[src/rtl/dmem_arbiter_pkg.sv]
// Shared definitions for the data-memory arbiter.
//   - arb_state_e       : arbiter FSM state encodings
//   - DMEM_ARB_MAX_WAIT : default host starvation bound
//   - cnt_width()       : bits needed to hold 0..max
package dmem_arbiter_pkg;

    typedef enum logic [1:0] {
        ARB_IDLE = 2'd0,
        ARB_WAIT = 2'd1,  // host pending but denied
        ARB_ACK  = 2'd2   // ack cycle; host request ignored
    } arb_state_e;

    localparam int DMEM_ARB_MAX_WAIT = 8;

    function automatic int cnt_width(input int max);
        return (max < 1) ? 1 : $clog2(max + 1);
    endfunction

endpackage

[src/rtl/dmem_arbiter_if.sv]
// Bus bundle around the data-memory arbiter: CPU load/store path,
// host/debug req/ack port, and the single data-memory port.
//   slave  : arbiter view (takes cpu_*/host_* commands, drives mem_*)
//   master : environment view (CPU, host and memory side)
interface dmem_arbiter_if #(
    parameter int ADDR_W = 32,
    parameter int DATA_W = 32
);
    // CPU pipeline side
    logic              cpu_req;
    logic              cpu_we;
    logic [ADDR_W-1:0] cpu_addr;
    logic [DATA_W-1:0] cpu_wdata;
    logic [DATA_W-1:0] cpu_rdata;
    logic              cpu_stall;
    // Host/debug side
    logic              host_req;
    logic              host_we;
    logic [ADDR_W-1:0] host_addr;
    logic [DATA_W-1:0] host_wdata;
    logic              host_ack;
    logic [DATA_W-1:0] host_rdata;
    // Data memory side
    logic              mem_we;
    logic [ADDR_W-1:0] mem_addr;
    logic [DATA_W-1:0] mem_wdata;
    logic [DATA_W-1:0] mem_rdata;

    modport slave (
        input  cpu_req, cpu_we, cpu_addr, cpu_wdata,
        output cpu_rdata, cpu_stall,
        input  host_req, host_we, host_addr, host_wdata,
        output host_ack, host_rdata,
        output mem_we, mem_addr, mem_wdata,
        input  mem_rdata
    );

    modport master (
        output cpu_req, cpu_we, cpu_addr, cpu_wdata,
        input  cpu_rdata, cpu_stall,
        output host_req, host_we, host_addr, host_wdata,
        input  host_ack, host_rdata,
        input  mem_we, mem_addr, mem_wdata,
        output mem_rdata
    );
endinterface

[src/rtl/dmem_arbiter_sat_counter.sv]
// Saturating up-counter with synchronous clear (clear wins over inc).
// Ports: clk, reset_n (async, active-low), inc, clr, cnt (0..MAX).
module dmem_arbiter_sat_counter #(
    parameter int WIDTH = 4,
    parameter int MAX   = 8
) (
    input  logic             clk,
    input  logic             reset_n,
    input  logic             inc,
    input  logic             clr,
    output logic [WIDTH-1:0] cnt
);

    // NOTE: sequential state uses non-blocking assignments so every flop
    // samples the pre-edge values, independent of process ordering.
    always_ff @(posedge clk or negedge reset_n) begin
        if (!reset_n) begin
            cnt <= '0;
        end else if (clr) begin
            cnt <= '0;
        end else if (inc && (cnt != WIDTH'(MAX))) begin
            cnt <= cnt + WIDTH'(1);
        end
    end

endmodule

[src/rtl/dmem_arbiter.sv]
// Data-memory port arbiter between the CPU load/store path (priority,
// zero-latency combinational path) and a host/debug req/ack port with a
// starvation bound that forces a host grant, stalling the CPU one cycle.
// Ports:
//   clk, reset_n           : core clock, async active-low reset
//   bus (slave)            : cpu_*, host_*, mem_* signal bundle
//   stat_host_grants       : host accesses served (wrapping)
//   stat_cpu_stall_cycles  : cycles with cpu_stall=1 (wrapping)
module dmem_arbiter
    import dmem_arbiter_pkg::*;
#(
    parameter int ADDR_W   = 32,
    parameter int DATA_W   = 32,
    parameter int MAX_WAIT = DMEM_ARB_MAX_WAIT,
    parameter int CNT_W    = 32
) (
    input  logic             clk,
    input  logic             reset_n,
    dmem_arbiter_if.slave    bus,
    output logic [CNT_W-1:0] stat_host_grants,
    output logic [CNT_W-1:0] stat_cpu_stall_cycles
);

    localparam int WAIT_W = cnt_width(MAX_WAIT);

    arb_state_e        state, state_nxt;
    logic [WAIT_W-1:0] wait_cnt;
    logic              wait_max;
    logic              host_grant;
    logic              host_denied;
    logic              cpu_stall_c;
    logic              mem_we_c;
    logic [ADDR_W-1:0] mem_addr_c;
    logic [DATA_W-1:0] mem_wdata_c;
    logic [DATA_W-1:0] host_rdata_q;
    logic              host_ack_q;

    // Shared grant decode; the host is never eligible in its ack cycle.
    assign wait_max    = (wait_cnt == WAIT_W'(MAX_WAIT));
    assign host_grant  = bus.host_req && (state != ARB_ACK) && (!bus.cpu_req || wait_max);
    assign host_denied = bus.host_req && (state != ARB_ACK) && !host_grant;

    dmem_arbiter_sat_counter #(
        .WIDTH (WAIT_W),
        .MAX   (MAX_WAIT)
    ) u_wait_cnt (
        .clk     (clk),
        .reset_n (reset_n),
        .inc     (host_denied),
        .clr     (host_grant || !bus.host_req),
        .cnt     (wait_cnt)
    );

    // State register
    always_ff @(posedge clk or negedge reset_n) begin
        if (!reset_n) state <= ARB_IDLE;
        else          state <= state_nxt;
    end

    // Next-state logic
    always_comb begin
        // NOTE: default assignment first so no path leaves state_nxt
        // unassigned, which would otherwise infer a latch.
        state_nxt = ARB_IDLE;
        unique case (state)
            ARB_IDLE: begin
                if (host_grant)        state_nxt = ARB_ACK;
                else if (bus.host_req) state_nxt = ARB_WAIT;
            end
            ARB_WAIT: begin
                if (host_grant)        state_nxt = ARB_ACK;
                else if (bus.host_req) state_nxt = ARB_WAIT;
                // host_req dropped while waiting: abandon without ack
            end
            ARB_ACK:  state_nxt = ARB_IDLE;
            default:  state_nxt = ARB_IDLE;
        endcase
    end

    // Output logic: memory port mux and CPU stall
    always_comb begin
        cpu_stall_c = bus.cpu_req && host_grant;
        mem_we_c    = bus.cpu_req && bus.cpu_we;
        mem_addr_c  = bus.cpu_addr;
        mem_wdata_c = bus.cpu_wdata;
        if (host_grant) begin
            mem_we_c    = bus.host_we;
            mem_addr_c  = bus.host_addr;
            mem_wdata_c = bus.host_wdata;
        end
    end

    assign bus.cpu_stall  = cpu_stall_c;
    assign bus.cpu_rdata  = bus.mem_rdata;
    assign bus.mem_we     = mem_we_c;
    assign bus.mem_addr   = mem_addr_c;
    assign bus.mem_wdata  = mem_wdata_c;
    assign bus.host_ack   = host_ack_q;
    assign bus.host_rdata = host_rdata_q;

    // Host completion: capture read data on the grant cycle, ack one later.
    always_ff @(posedge clk or negedge reset_n) begin
        if (!reset_n) begin
            host_ack_q   <= 1'b0;
            host_rdata_q <= '0;
        end else begin
            host_ack_q <= host_grant;
            if (host_grant && !bus.host_we) host_rdata_q <= bus.mem_rdata;
        end
    end

    // Statistics, wrapping modulo 2^CNT_W
    always_ff @(posedge clk or negedge reset_n) begin
        if (!reset_n) begin
            stat_host_grants      <= '0;
            stat_cpu_stall_cycles <= '0;
        end else begin
            if (host_grant)  stat_host_grants      <= stat_host_grants + CNT_W'(1);
            if (cpu_stall_c) stat_cpu_stall_cycles <= stat_cpu_stall_cycles + CNT_W'(1);
        end
    end

endmodule

[src/flat_wrapper.sv]
// flat-port wrapper written by rule: the top's interface ports become plain ports
module dmem_arbiter_flat import dmem_arbiter_pkg::*;
#(
    parameter int ADDR_W   = 32,
    parameter int DATA_W   = 32,
    parameter int MAX_WAIT = DMEM_ARB_MAX_WAIT,
    parameter int CNT_W    = 32
)
  (clk, reset_n, stat_host_grants, stat_cpu_stall_cycles, bus_cpu_req, bus_cpu_we, bus_cpu_addr, bus_cpu_wdata, bus_cpu_rdata, bus_cpu_stall, bus_host_req, bus_host_we, bus_host_addr, bus_host_wdata, bus_host_ack, bus_host_rdata, bus_mem_we, bus_mem_addr, bus_mem_wdata, bus_mem_rdata);
  dmem_arbiter_if #(.ADDR_W(ADDR_W), .DATA_W(DATA_W)) bus_i ();
  input  logic clk;
  input  logic reset_n;
  output logic [CNT_W-1:0] stat_host_grants;
  output logic [CNT_W-1:0] stat_cpu_stall_cycles;
  input wire logic [$bits(bus_i.cpu_req)-1:0] bus_cpu_req;
  input wire logic [$bits(bus_i.cpu_we)-1:0] bus_cpu_we;
  input wire logic [$bits(bus_i.cpu_addr)-1:0] bus_cpu_addr;
  input wire logic [$bits(bus_i.cpu_wdata)-1:0] bus_cpu_wdata;
  output wire logic [$bits(bus_i.cpu_rdata)-1:0] bus_cpu_rdata;
  output wire logic [$bits(bus_i.cpu_stall)-1:0] bus_cpu_stall;
  input wire logic [$bits(bus_i.host_req)-1:0] bus_host_req;
  input wire logic [$bits(bus_i.host_we)-1:0] bus_host_we;
  input wire logic [$bits(bus_i.host_addr)-1:0] bus_host_addr;
  input wire logic [$bits(bus_i.host_wdata)-1:0] bus_host_wdata;
  output wire logic [$bits(bus_i.host_ack)-1:0] bus_host_ack;
  output wire logic [$bits(bus_i.host_rdata)-1:0] bus_host_rdata;
  output wire logic [$bits(bus_i.mem_we)-1:0] bus_mem_we;
  output wire logic [$bits(bus_i.mem_addr)-1:0] bus_mem_addr;
  output wire logic [$bits(bus_i.mem_wdata)-1:0] bus_mem_wdata;
  input wire logic [$bits(bus_i.mem_rdata)-1:0] bus_mem_rdata;
  assign bus_i.cpu_req = bus_cpu_req;
  assign bus_i.cpu_we = bus_cpu_we;
  assign bus_i.cpu_addr = bus_cpu_addr;
  assign bus_i.cpu_wdata = bus_cpu_wdata;
  assign bus_cpu_rdata = bus_i.cpu_rdata;
  assign bus_cpu_stall = bus_i.cpu_stall;
  assign bus_i.host_req = bus_host_req;
  assign bus_i.host_we = bus_host_we;
  assign bus_i.host_addr = bus_host_addr;
  assign bus_i.host_wdata = bus_host_wdata;
  assign bus_host_ack = bus_i.host_ack;
  assign bus_host_rdata = bus_i.host_rdata;
  assign bus_mem_we = bus_i.mem_we;
  assign bus_mem_addr = bus_i.mem_addr;
  assign bus_mem_wdata = bus_i.mem_wdata;
  assign bus_i.mem_rdata = bus_mem_rdata;
  dmem_arbiter #(.ADDR_W(ADDR_W), .DATA_W(DATA_W), .MAX_WAIT(MAX_WAIT), .CNT_W(CNT_W)) u_core (.clk(clk), .reset_n(reset_n), .bus(bus_i), .stat_host_grants(stat_host_grants), .stat_cpu_stall_cycles(stat_cpu_stall_cycles));
endmodule
[config.mk]
export PLATFORM = sky130hd
export DESIGN_NAME = dmem_arbiter_flat
export DESIGN_NICKNAME = d
export VERILOG_FILES = /design/src/rtl/dmem_arbiter_pkg.sv /design/src/rtl/dmem_arbiter_if.sv /design/src/rtl/dmem_arbiter_sat_counter.sv /design/src/rtl/dmem_arbiter.sv /design/src/flat_wrapper.sv
export SDC_FILE = /design/constraint.sdc
export NUM_CORES = 1
export LEC_CHECK = 0
export BUFFER_PORTS_ARGS = -buffer_cell sky130_fd_sc_hd__buf_4
export CORE_AREA = 2 2 142 144
export CTS_CLUSTER_SIZE = 20
export DETAILED_ROUTE_END_ITERATION = 8
export DIE_AREA = 0 0 144 146
export GPL_ROUTABILITY_DRIVEN = 0
export SYNTH_ARGS = -nofsm -noshare
export SYNTH_HDL_FRONTEND = slang
export SYNTH_SLANG_ARGS = --single-unit
[constraint.sdc]
create_clock -name clk -period 1.84 [get_ports clk]
set_input_delay 0.184 -clock clk [delete_from_list [all_inputs] [get_ports clk]]
set_output_delay 0.184 -clock clk [all_outputs]
set_load 0.03 [all_outputs]
# Word-level counts from Yosys, hierarchy flattened

Cells that the tools add are included.

Add/subtract/negate cells: 3
Eq/ne operators: 4
Multiplexer cells: 8
Reduce and logical (&&, ||, !) cells: 16

Operators with widths:

| kind                    | number |
|---|---|
| $add A32 B1 Y32 const B | 2 |
| $mux W32                | 2 |
| $mux W4                 | 2 |
| $logic_and A1 B1 Y1     | 7 |
| $add A4 B1 Y4 const B   | 1 |
| $eq A4 B4 Y1 const B    | 1 |
| $logic_not A1 Y1        | 4 |
| $mux W2                 | 2 |
| $ne A4 B4 Y1 const B    | 1 |
| $eq A2 B1 Y1 const B    | 1 |
| $logic_not A2 Y1        | 1 |
| $logic_or A1 B1 Y1      | 2 |
| $mux W1                 | 2 |
| $ne A2 B2 Y1 const B    | 1 |
| $reduce_bool A2 Y1      | 1 |
| $reduce_or A2 Y1        | 1 |

Register bits after elaboration: 103
Input bits: 166
Output and inout bits: 195
Logic and storage cells: 37

# Depth between registers and ports, before layout

Gate-level depths: netlist of run 1.

Word-level depth: 8
Mapped depth: 10
Depth with buffers taken out: 9

# Modules after synthesis

From an unflattened synthesis of run 1, not the netlist that was laid out.

Cell total of the unflattened synthesis: 614
Area total of the unflattened synthesis: 5511.5 µm²

Modules (own cells, without submodules):

| module                   | times used | cells an instance | area each (µm²) | seq. area each (µm²) |
|---|---|---|---|---|
| dmem_arbiter             | 1          | 591               | 5282.6          | 2477.4 |
| dmem_arbiter_sat_counter | 1          | 23                | 229.0           | 100.1 |

# Least setup slack after synthesis of run 1

No wires, ideal clock.

Path type: register to output
Start point: register u_core.u_wait_cnt.cnt[0]
End point: output port bus_mem_we
Data arrival time: 2002 ps
Required time: 1656 ps
Setup slack: -346 ps
Cell stages (with the launch flop): 9
Buffers on the path: 1
Cells stage by stage: dfrtp_1 -> inv_1 -> ha_1 -> nand3b_4 -> nand2_1 -> nand3_2 -> inv_1 -> buf_2 -> o21ai_0

Word-level cells in the longest chain between the ends: 4

Ends and longest elaborated chain:

| what                   | line                           | RTL |
|---|---|---|
| start, declared        | dmem_arbiter_sat_counter.sv:11 | `output logic [WIDTH-1:0] cnt` |
| start signal, assigned | dmem_arbiter_sat_counter.sv:22 | `cnt <= cnt + WIDTH'(1);` |
| $eq A4 B4 Y1           | dmem_arbiter.sv:39             | `assign wait_max = (wait_cnt == WAIT_W'(MAX_WAIT));` |
| $logic_or A1 B1 Y1     | dmem_arbiter.sv:40             | `assign host_grant = bus.host_req && (state != ARB_ACK) && (!bus.cpu_req \|\| wait_max);` |
| $logic_and A1 B1 Y1    | dmem_arbiter.sv:40             |  |
| $mux W1                | dmem_arbiter.sv:86             | `if (host_grant) begin` |
| end, declared          | flat_wrapper.sv:27             | `output wire logic [$bits(bus_i.mem_we)-1:0] bus_mem_we;` |

Every way passes these cells.

# Worst setup path after layout of run 1

Start point: register u_core.u_wait_cnt.cnt[0]
End point: output port bus_mem_addr[5]

Word-level cells in the longest chain between the ends: 4

Ends and longest elaborated chain:

| what                | line               | RTL |
|---|---|---|
| $eq A4 B4 Y1        | dmem_arbiter.sv:39 |  |
| $logic_or A1 B1 Y1  | dmem_arbiter.sv:40 |  |
| $logic_and A1 B1 Y1 | dmem_arbiter.sv:40 |  |
| $mux W32            | dmem_arbiter.sv:86 |  |
| end, declared       | flat_wrapper.sv:28 | `output wire logic [$bits(bus_i.mem_addr)-1:0] bus_mem_addr;` |

Every way passes these cells.

==> results of run 1 <==
[worst register-to-register path: stages (launching register included)]
cell       delay [ps]
dfrtp_1           390
inv_2              80
ha_4              140
nand3b_4           90
buf_4             170
a2111oi_4         360
and4_1            280
buf_6             140
and3_4            190
xor2_2            120
[final timing paths]
kind                                                  start                          endpoint  slack, ps  cells after the start
max                                u_core.u_wait_cnt.cnt[0]                   bus_mem_addr[5]       -230                     11
min                                        bus_mem_rdata[5]          u_core.bus.host_rdata[5]         80                      2
max reg2reg                        u_core.u_wait_cnt.cnt[0]       u_core.stat_host_grants[19]       -190                      9
min reg2reg                u_core.stat_cpu_stall_cycles[31]  u_core.stat_cpu_stall_cycles[31]        470                      1
max in group asynchronous                           reset_n         u_core.bus.host_rdata[19]        940                      3
min in group asynchronous                           reset_n  u_core.stat_cpu_stall_cycles[28]        340                      2
[cell usage in the layout (no fill, tap or decap), types with 3 or more instances in the layout]
| cell type | instances |
|---|---|
| xnor2_1 | 37 |
| nor3_2 | 6 |
| and3_1 | 14 |
| nand2_1 | 105 |
| inv_1 | 5 |
| nand2_4 | 23 |
| buf_16 | 8 |
| nand2_2 | 98 |
| buf_6 | 70 |
| ha_1 | 3 |
| and2_1 | 4 |
| buf_12 | 9 |
| and4_1 | 6 |
| dfrtp_1 | 103 |
| nand4_1 | 19 |
| clkbuf_16 | 12 |
| nor2_1 | 15 |
| a21oi_1 | 4 |
| nor2_2 | 3 |
| buf_4 | 318 |
| nand3_1 | 21 |
| xor2_1 | 24 |
| mux2_2 | 30 |
[repair_timing]
action                                 4_1_cts  5_1_grt
buffers inserted                             9        2
cloned                                       7        3
resized for setup                          151       49
pin swaps                                   18       18
endpoints found under the hold margin       31        0
hold buffers                                 1        0
setup endpoints to repair                   88      143
[flip-flops by register name (all words and copies together), names as in the netlist]
signal / flops
u_core.bus.host_ack: 1
u_core.u_wait_cnt.cnt: 4
u_core.bus.host_rdata: 32
u_core.stat_cpu_stall_cycles: 32
u_core.stat_host_grants: 32
u_core.state: 2
[report_power, final]
part / total, mW / internal (mW) / switching, mW
clock network: 1.97 / 1.11 / 0.860
logic: 2.70 / 1.21 / 1.49
registers: 2.61 / 2.47 / 0.139
[stage by stage]
step | cells | utilization | setup WS (ps)
3_5_place_dp | 1213 | 0.451 | -149
4_1_cts | 1246 | 0.510 | -235
5_1_grt | 1251 | 0.524 | -337
6_report | 1251 | 0.524 | -225
3_3_place_gp | 1213 | 0.451 | -123
2_1_floorplan | 610 | - | -33.9
[cell families (layout without fill, tap and decap cells)]
family,Yosys count,in the layout,synth area share
adder cells (fa/ha/maj),4,4,0.00899
buffers and inverters,61,437,0.0695
XOR/XNOR,62,62,0.0989
flip-flops,103,103,0.463
AO/OA/AOI/OAI,8,8,0.0112
multiplexers,32,32,0.0647
AND/OR/NAND/NOR,340,340,0.283
[layer usage]
layer / GRT usage / up-vias
met5: 0 / -
met2: 0.340 / 224
met1: 0.222 / 2574
li1: - / 2699
met4: 0.0721 / 0
met3: 0.0467 / 38
[cell type report]
class | instances | area (µm²) | share of cell area
multi-input combinational | 446 | 3140 | 0.309
tap | 265 | 332 | 0.0327
sequential | 103 | 2580 | 0.254
clock buffer | 11 | 243 | 0.0240
inverter | 9 | 53.8 | 0.00531
clock inverter | 5 | 66.3 | 0.00655
timing repair buffer | 412 | 3720 | 0.368
==> results.txt, run 1 <==
Final worst slack: -225 ps
Clk_lat worst skew: 340 ps
Mapped Cells: 610
I/O pin cnt: 361
Unrepaired setup endpoints after global routing: yes
Rows: 51
CP max FO: 6
Largest cells by area after synthesis: dfrtp_1 46%, nand2_1 15%, mux2_2 6.3%
Initial antenna violation count: 0
H-tree Lvls: 3
Largest net degree at the start of global routing: 38
Most numerous cell in the Yosys netlist: nand2_1
FF+latch count, synth: 103
Number of global-route vias before repair: 5632
Setup TNS: -19920 ps
Final max-slew violation count: 0
Ys Warns: 0
Post-synth ARST share: 1.00
Synth cell types: 40
DR WL/cell: 16.6 µm
Setup CP Type: flop to primary output
CP startpoint kind: flop
Detailed Route Iter0 Violations: 188
Aggregate global-route resource usage: 0.192
Number of flops mapped to enable cells by yosys: 0
CP peak stage delay: 390 ps
Synth Flop Type: dfrtp_1
Design Area, Final: 10100 µm²
Area grow syn2layout: 82.0%
Share of layout cells above drive strength 1: 0.622
Global-route wire length before repair: 31400 µm
Min Hold Slack: 76.5 ps
Root Driver: clkbuf_16
Ordered list of cells on the worst path: inv_2 -> ha_4 -> nand3b_4 -> nand2_4 -> nand3_4 -> inv_8 -> buf_12 -> clkbuf_16 -> nand2_1 -> nand2_2 -> buf_6
Via count: 5535
Crit-path leading delay family: buffers and inverters
Required time worst endpoint: 1660 ps
Overall power: 7.28 mW
Hold WC Path Type: input pin to flop
Routed Antenna Nets: 0
Fin crit share: 1.12
Status: finished with violations
Mapped Nets: 780
Crit path buf inv count: 5
VDD IR max: 0.344 mV
Vias per inst: 4.42
Pwr Density: 719 nW/µm²
Met1 Wirelength: 7960 µm
Sequential area share after synthesis: 0.463
Die ar.: 21000 µm²
Largest area contributor in the netlist: dfrtp_1
Worst-Margin Slew: 466 ps
Crit path DAT: 1880 ps
Hpwl dp: 16100 µm
CTS tree: yes
Num CTS Buffers: 9
Max clock buf depth: 2
Filler cells: 1810
DRC violation count after routing: 0
Highest Signal Layer: met4
Failing checks: setup timing
Net count reported at finish: 1151
Crit path time final: 2070 ps
Leak: 5.22 nW
Met3 WL: 1380 µm
Core ar.: 19300 µm²
Routed wl met2: 10700 µm
Initial core utilization: 0.288
Final Hold Vio Count: 0
Post-synth top area share: 0.463
Mapped cell area: 5570 µm²
Max Clock Skew: 11.0 ps
Slew HR: 0.689
Total wire length: 20800 µm
Port bufs: 360
Placed instance area: 8720 µm²
Height of the die: 146 µm
Maximum clock rate: 0.484 GHz
Clock-pin slew on the worst setup and hold paths: 70 ps
Leading post-synthesis cells by instance count: 226 x nand2_1, 103 x dfrtp_1, 37 x xnor2_1, 36 x buf_4, 31 x mux2_2
Pre-Repair DR Iteration Count: 4
Die X: 144 µm
CP Capture Type: primary output
Max capacitance violation total: 0
Sink Count: 103
Slowest CP cell: dfrtp_1
Mean Syn Cell Area: 9.12 µm²
Diode count: 0
Final setup vio count: 119
Overflow after GRT: 0
(Power assumes the default switching activity.)
==> inputs of run 2 (changes only) <==
--- a/config.mk
+++ b/config.mk
@@ -6,11 +6,14 @@
 export NUM_CORES = 1
 export LEC_CHECK = 0
 export BUFFER_PORTS_ARGS = -buffer_cell sky130_fd_sc_hd__buf_4
-export CORE_AREA = 2 2 142 144
+export CELL_PAD_IN_SITES_DETAIL_PLACEMENT = 0
+export CELL_PAD_IN_SITES_GLOBAL_PLACEMENT = 1
+export CORE_MARGIN = 2
+export CORE_UTILIZATION = 27
 export CTS_CLUSTER_SIZE = 20
 export DETAILED_ROUTE_END_ITERATION = 8
-export DIE_AREA = 0 0 144 146
 export GPL_ROUTABILITY_DRIVEN = 0
+export PLACE_DENSITY_LB_ADDON = 0.1
 export SYNTH_ARGS = -nofsm -noshare
 export SYNTH_HDL_FRONTEND = slang
 export SYNTH_SLANG_ARGS = --single-unit
==> run 2 against run 1 <==
Against the previous run: the flow still finishes with violations (setup timing); total power is 1.9% higher; sequential power is essentially flat; clock power up 9%; non-clock buffer count increased by 2; combinational power about the same; sequential share of layout area grew 0.39 points; global-route usage fell by 1.2 points; die area increased by 3.6%; critical path depth down 1; register-to-register slack got worse by 50 ps; maximum frequency is 2.8% lower; final cell count is 0.48% higher; largest cell class unchanged.
==> results.txt, run 2 (synthesis gave the netlist of run 1 again) <==
Status: finished with violations
Failing checks: setup timing
Vias per inst: 4.38 (-0.94%)
Leak: 5.18 nW (-0.83%)
Maximum clock rate: 0.471 GHz (-2.8%)
Max clock buf depth: 2 (unchanged)
Core ar.: 20200 µm² (+4.7%)
Crit path buf inv count: 4 (-1)
Slowest CP cell: dfrtp_1
VDD IR max: 0.448 mV (+30%)
Max Clock Skew: 6.45 ps (-4.55 ps)
CP startpoint kind: flop
Number of global-route vias before repair: 5620 (-0.21%)
Sink Count: 103 (unchanged)
Final Hold Vio Count: 0 (unchanged)
Max capacitance violation total: 0 (unchanged)
Setup CP Type: flop to primary output
Setup TNS: -26730 ps (-6810 ps)
Final max-slew violation count: 0 (unchanged)
Aggregate global-route resource usage: 0.180 (-0.0116)
DR WL/cell: 16.1 µm (-3.5%)
Pwr Density: 744 nW/µm² (+3.5%)
Worst-Margin Slew: 599 ps (+133 ps)
Root Driver: clkbuf_16
Initial antenna violation count: 0 (unchanged)
Crit path DAT: 1940 ps (+60 ps)
Busiest grt layer: met2
Num CTS Buffers: 9 (unchanged)
DRC violation count after routing: 0 (unchanged)
Pre-Repair DR Iteration Count: 4 (unchanged)
Net count reported at finish: 1153 (+0.17%)
Placed cells: 1228 (+1.2%)
Crit path time final: 2120 ps (+59.6 ps)
Total wire length: 20200 µm (-3.0%)
Hold WC Path Type: input pin to flop
CP Capture Type: primary output
Detailed Route Iter0 Violations: 137 (-27%)
GR met1 Demand/Resource: 0.209 (-0.0130)
Die X: 148 µm (+2.5%)
Crit-path leading delay family: buffers and inverters
Met2 usage: 0.327 (-0.0130)
Min Hold Slack: 72.3 ps (-4.21 ps)
Global-route wire length before repair: 30700 µm (-2.1%)
Area grow syn2layout: 79.3%
I/O pin cnt: 361 (unchanged)
Share of layout cells above drive strength 1: 0.615 (-0.00671)
CP peak stage delay: 390 ps (about the same)
Ordered list of cells on the worst path: inv_2 -> ha_2 -> nand3b_4 -> nand2_4 -> nand3_4 -> buf_12 -> clkbuf_16 -> nand2_1 -> nand2_2 -> buf_4
Leading cell types in the layout, fill and taps excluded: 343 x buf_4, 122 x nand2_1, 103 x dfrtp_1, 101 x nand2_2, 56 x buf_6
Slew HR: 0.597 (-0.0926)
CP max FO: 13 (+7)
Clk_lat worst skew: 350 ps (about the same)
Hpwl dp: 15100 µm (-6.2%)
Final setup vio count: 130 (+9.2%)
Required time worst endpoint: 1660 ps (about the same)
Rows: 52 (+2.0%)
Fin crit share: 1.15 (+0.0324)
Final worst slack: -285 ps (-59.6 ps)
Unrepaired setup endpoints after global routing: yes
Largest net degree at the start of global routing: 45 (+18%)
Routed Antenna Nets: 0 (unchanged)
CTS tree: yes
Height of the die: 148 µm (+1.1%)
Initial core utilization: 0.275 (-0.0128)
Commonest non-fill, non-tap cell in the layout: buf_4
Die ar.: 21800 µm² (+3.6%)
Via count: 5509 (-0.47%)
Clock-pin slew on the worst setup and hold paths: 70 ps (about the same)
Overflow after GRT: 0 (unchanged)
Final Non-Filler Cells: 1257 (+0.48%)
H-tree Lvls: 3 (unchanged)
Diode count: 0 (unchanged)
Port bufs: 360 (unchanged)
GR Util met3: 0.0364 (-0.0103)
## run 2: cell type report
cell class	count	area [µm²]
clock inverter	3	65.1
tap	270	338
inverter	9	53.8
clock buffer	12	267
sequential	103	2580
multi-input combinational	446	3130
fill	1950	10300
timing repair buffer	414	3550
## run 2: path summary, 6_finish.rpt
check | cells past startpoint | start | end | slack (ps)
min in group asynchronous | 2 | reset_n | u_core.bus.host_rdata[27] | 310
max in group asynchronous | 3 | reset_n | u_core.stat_host_grants[13] | 950
max reg2reg | 9 | u_core.u_wait_cnt.cnt[0] | u_core.stat_host_grants[20] | -240
min | 2 | bus_mem_rdata[1] | u_core.bus.host_rdata[1] | 70
min reg2reg | 1 | u_core.stat_cpu_stall_cycles[31] | u_core.stat_cpu_stall_cycles[31] | 460
max | 10 | u_core.u_wait_cnt.cnt[0] | bus_mem_wdata[0] | -280
## run 2: per-stage QoR
step / area, µm² / power (mW) / util / setup WS [ps]
finish: 9980 / 7.42 / 0.493 / -285
global route: 9980 / 7.76 / 0.493 / -387
CTS: 9570 / 7.40 / 0.473 / -319
detailed placement: 8810 / 5.07 / 0.436 / -158
global placement: 8810 / 5.06 / 0.436 / -140
floorplan: 5750 / 3.94 / - / -33.9
## run 2: timing repair
| item | in CTS | in global routing |
|---|---|---|
| endpoints found under the hold margin | 27 | 0 |
| setup buffers | 3 | 4 |
| pin swaps | 14 | 7 |
| gates resized for setup | 72 | 102 |
| cloned | 5 | 1 |
| hold buffers | 1 | 0 |
| endpoints found under the setup margin | 135 | 141 |
## run 2: where the power goes
part	internal, mW	switching, mW	total, mW	leakage (nW)
registers	2.47	0.142	2.62	1.35
logic	1.21	1.46	2.67	3.67
clock network	1.29	0.842	2.14	0.165
## run 2: metal layers
metal	wire length, µm	vias up
met5	0	-
met4	460	0
met3	1240	23
met2	10700	198
met1	7840	2582
li1	-	2706
